===== config.mk =====
export PLATFORM = sky130hd
export DESIGN_NAME = alu_sequencer
export DESIGN_NICKNAME = d
export VERILOG_FILES = /design/src/rtl/alu_sequencer.sv
export SDC_FILE = /design/constraint.sdc
export NUM_CORES = 1
export LEC_CHECK = 0
export CAP_MARGIN = 30
export CELL_PAD_IN_SITES_DETAIL_PLACEMENT = 0
export CELL_PAD_IN_SITES_GLOBAL_PLACEMENT = 1
export CORE_MARGIN = 2
export CORE_UTILIZATION = 26
export DETAILED_ROUTE_END_ITERATION = 10
export GPL_TIMING_DRIVEN = 0
export PLACE_DENSITY_LB_ADDON = 0.3
export SYNTH_ARGS = -nofsm -noshare
export SYNTH_HDL_FRONTEND = slang
export SYNTH_SLANG_ARGS = --single-unit
export TNS_END_PERCENT = 10

===== constraint.sdc =====
create_clock -name clk -period 1.4 [get_ports clk]
set_input_delay 0.28 -clock clk [delete_from_list [all_inputs] [get_ports clk]]
set_output_delay 0.28 -clock clk [all_outputs]
set_load 0.01 [all_outputs]

===== src/rtl/alu_sequencer.sv =====
`default_nettype none
// ============================================================================
// Module   : alu_sequencer
// Brief    : Two-phase fetch/execute controller for the nibble ALU/accumulator
//            datapath, with registered carry/zero flags for conditional jumps.
// Revision : 1.0 - initial release
// ============================================================================
module alu_sequencer #(
    parameter bit       AUTO_START  = 1'b0,
    parameter bit [3:0] HALT_OPCODE = 4'hF
) (
    input  logic       clk,
    input  logic       reset,
    input  logic       start,
    input  logic [7:0] program_byte,
    input  logic       carry_in,
    input  logic       zero_in,
    output logic       enableA,
    output logic       enableB1,
    output logic       enableB2,
    output logic [2:0] F,
    output logic [3:0] oprnd,
    output logic       pc_inc,
    output logic       pc_load,
    output logic       c_flag,
    output logic       z_flag,
    output logic [1:0] state,
    output logic       halted
);

    localparam logic [1:0] c_idle  = 2'b00;
    localparam logic [1:0] c_fetch = 2'b01;
    localparam logic [1:0] c_exec  = 2'b10;
    localparam logic [1:0] c_halt  = 2'b11;

    localparam logic [2:0] c_f_acc  = 3'b000;
    localparam logic [2:0] c_f_sub  = 3'b001;
    localparam logic [2:0] c_f_b    = 3'b010;
    localparam logic [2:0] c_f_add  = 3'b011;
    localparam logic [2:0] c_f_nand = 3'b100;

    logic [1:0] r_state;
    logic [1:0] w_state_next;
    logic [7:0] r_ir;
    logic       r_c;
    logic       r_z;
    logic [3:0] w_opcode;
    logic       w_is_halt;
    logic       w_flag_op;

    assign w_opcode  = r_ir[7:4];
    assign w_is_halt = (w_opcode == HALT_OPCODE);
    // Halt decode wins so a HALT_OPCODE overlapping an ALU op never touches flags.
    assign w_flag_op = !w_is_halt &&
                       ((w_opcode == 4'h2) || (w_opcode == 4'h3) ||
                        (w_opcode == 4'h4) || (w_opcode == 4'h6));

    always_ff @(posedge clk) begin
        if (reset) begin
            r_state <= AUTO_START ? c_fetch : c_idle;
            r_ir    <= 8'h00;
            r_c     <= 1'b0;
            r_z     <= 1'b0;
        end else begin
            r_state <= w_state_next;
            if (r_state == c_fetch) begin
                r_ir <= program_byte;
            end
            if ((r_state == c_exec) && w_flag_op) begin
                r_c <= carry_in;
                r_z <= zero_in;
            end
        end
    end

    always_comb begin
        w_state_next = r_state;
        case (r_state)
            c_idle:  if (start) w_state_next = c_fetch;
            c_fetch: w_state_next = c_exec;
            c_exec:  w_state_next = w_is_halt ? c_halt : c_fetch;
            default: w_state_next = c_halt;
        endcase
    end

    always_comb begin
        enableA  = 1'b0;
        enableB1 = 1'b0;
        enableB2 = 1'b0;
        F        = c_f_acc;
        pc_inc   = 1'b0;
        pc_load  = 1'b0;
        if (r_state == c_fetch) begin
            pc_inc = 1'b1;
        end else if ((r_state == c_exec) && !w_is_halt) begin
            case (w_opcode)
                4'h1: begin F = c_f_b;    enableB1 = 1'b1; enableA = 1'b1; end
                4'h2: begin F = c_f_add;  enableB1 = 1'b1; enableA = 1'b1; end
                4'h3: begin F = c_f_sub;  enableB1 = 1'b1; enableA = 1'b1; end
                4'h4: begin F = c_f_nand; enableB1 = 1'b1; enableA = 1'b1; end
                4'h5: begin F = c_f_acc;  enableB2 = 1'b1; end
                4'h6: begin F = c_f_sub;  enableB1 = 1'b1; end
                4'h7: pc_load = 1'b1;
                4'h8: pc_load = r_c;
                4'h9: pc_load = !r_c;
                4'hA: pc_load = r_z;
                4'hB: pc_load = !r_z;
                default: ;
            endcase
        end
    end

    assign oprnd  = r_ir[3:0];
    assign c_flag = r_c;
    assign z_flag = r_z;
    assign state  = r_state;
    assign halted = (r_state == c_halt);

endmodule
`default_nettype wire


==> run metrics <==
largest net degree at the start of global routing 12; worst r2r dst z_flag; final worst slack -0.275 ns; Avg Cell Area, Syn 7.52 um^2; die span in x 53.0 um; Worst Skew 0.000880 ns; Worst Path Max Fanout 7; Reg-to-Reg Start state[0]; Starting DRT DRC Count 10; cell family with most CP delay flip-flops; Routed WL 1.43 mm; most frequent cells in the layout nand2_1, buf_4, clkdlybuf4s50_1; Async SR Flop Fraction 0%; type of origin of the critical path flip-flop; status complete, but fails checks; clk_lat worst skew 0.27 ns; R2R Setup Slk 0.16 ns; clock transition at the registers of the reported paths 0.07 ns; Leak 0.452 nW; CTS tree yes; Overall Power 0.000812 W; post-synthesis register bit count 12; endpoints failing setup 8; DR vias 634; fin crit share 120%; initial antenna violation count 0; area delta synth->final 66.3%; number of synthesized flops with an enable pin 0; yosys warns 0; DRC 0; largest cells by area after synthesis dfxtp_1, nand2_1, a21oi_1; post-synthesis sequential area ratio 38.5%; initial core utilization 28.0%; clk sinks 12; Post-DP Area 950 um^2; Worst R2R Path Depth 6; syn_nets 96; GRT Total Usage 11.1%; CTS H-tree depth 1; GP Congestion 0.666; Post-Syn Area 624 um^2; core area 2230 um^2; failing checks negative setup slack; port buffer count 29; dpl hpwl 1.04 mm; root buf cell clkbuf_4; hold crit path type reg -> reg; commonest non-fill, non-tap cell in the layout nand2_1; Slowest-stage cell, CP dfxtp_4; Fin Setup TNS -1.22 ns; maxcap violations 0; cts bufs inserted 3; Slew HR 69.0%; Max clock buf depth 2; Post-Place Worst Slack -0.461 ns; I/O Pins 30; DR WL/cell 9.56 um; Setup crit end pc_load; final-report hold violation count 0; Max stage delay on crit path 0.37 ns; # nets final 135; crit path from state[0]; Worst Tran Pin Value 0.465 ns; min Tclk post-route 1.68 ns; Synth top area share 38.5%; share of the core filled with cells 46.5%; peak supply drop 0.543 mV; fraction of layout cells with a size suffix above 1 32.2%; Synth area leader dfxtp_1; PD cells 782 nW/um^2; remaining global-route overflow 0; worst path cell trace nor3b_4 > buf_4 > nand3_2 > a31oi_1 > buf_2; Syn Inst Count 83; fin. max-slew vios 0; drt pass-1 iters 4; Site Rows 17; Critical Path End Type output port; # fillers 244; CP Data Arrival Time 1.40 ns; Crit Path Class reg -> out; RSZ-0062 raised after global routing yes; Levels on crit path 5; Buf/Inv on CP 2; design area 1040 um^2; Via density 4.26; post-route ant nets 0; Top FF cell, synth dfxtp_1; Fmax 597 MHz; die area 2810 um^2; hold buffer count at CTS 0; diode count 0; vias in the first global route 536; CP required 1.12 ns; first-pass GRT wire length 2.24 mm; Netlist cell types 24; DIE HEIGHT 53.0 um
worst min-delay path by stage:
stage | startpoint | endpoint | slack [ns] | depth (start not counted)
after floorplan | reset | r_ir[2] | 0.35 | 1
after global placement | r_ir[1] | r_ir[1] | 0.44 | 2
after detailed placement | r_ir[1] | r_ir[1] | 0.45 | 2
after CTS | r_ir[1] | r_ir[1] | 0.47 | 2
after global routing | r_ir[1] | r_ir[1] | 0.49 | 2
final | r_ir[2] | r_ir[2] | 0.46 | 2
synth_stat cells (2+ instances only):
library cell  number
nor3_1             6
mux2i_1            3
a21oi_1           10
nor2b_1            2
nand2_1           21
buf_4              4
nor2_1             7
dfxtp_1           12
buf_2              3
metal layers:
layer | part of all wire, % | vias to the layer above | GRT usage (%)
met1 | 43 | 265 | 13.8
met4 | 2.1 | 0 | 7.69
met2 | 47 | 21 | 17.3
met3 | 7.8 | 4 | 1.69
met5 | 0 | - | 0
li1 | - | 344 | -
sequential cells by signal (all words and copies together) (netlist names):
signal	cells
z_flag	1
c_flag	1
state	2
r_ir	8
logic make-up (layout without fill, tap and decap cells):
| group | Yosys count | after routing | share of synthesized area, % |
|---|---|---|---|
| AOI/OAI and AO/OA | 13 | 13 | 11.6 |
| xor gates and xnor gates | 1 | 1 | 1.40 |
| buffers and inverters | 11 | 49 | 11.0 |
| DFF | 12 | 12 | 38.5 |
| muxes | 3 | 3 | 4.81 |
| and+or+nand+nor | 43 | 43 | 32.7 |
layout make-up:
cell class                 instances  area [um^2]  share of cell area [%]
clock buffer                       4         36.3                    3.49
tap                               28         35.0                    3.37
multi-input combinational         60          339                    32.7
timing repair buffer              35          292                    28.1
sequential                        12          253                    24.3
inverter                           2         20.0                    1.93
buffer                             8         63.8                    6.14
timing repair:
action	4_1_cts	5_1_grt
gates cloned	0	0
resized for setup	52	6
setup buffers	4	2
endpoints found under the hold margin	0	0
endpoints found under the setup margin	17	8
pin swaps	5	2
metrics by stage:
stage	cells	hold slack, ns
after floorplan	83	0.349
after global placement	140	0.444
after detailed placement	140	0.455
after CTS	147	0.466
after global routing	149	0.491
final	149	0.460
report_power, final:
part | switching (W) | total, W | internal (W)
Clock | 0.000109 | 0.000267 | 0.000158
Combinational | 0.0000716 | 0.000171 | 0.0000990
Sequential | 0.0000183 | 0.000374 | 0.000356
worst reg2reg max path, stage by stage, from the launching register on:
cell     delay, ns
dfxtp_4       0.37
nor3b_4       0.24
buf_4         0.15
buf_4         0.10
o21ai_2       0.06
mux2i_1       0.15
nor2_1        0.05
Note: power is estimated with default switching activity, not from simulation.
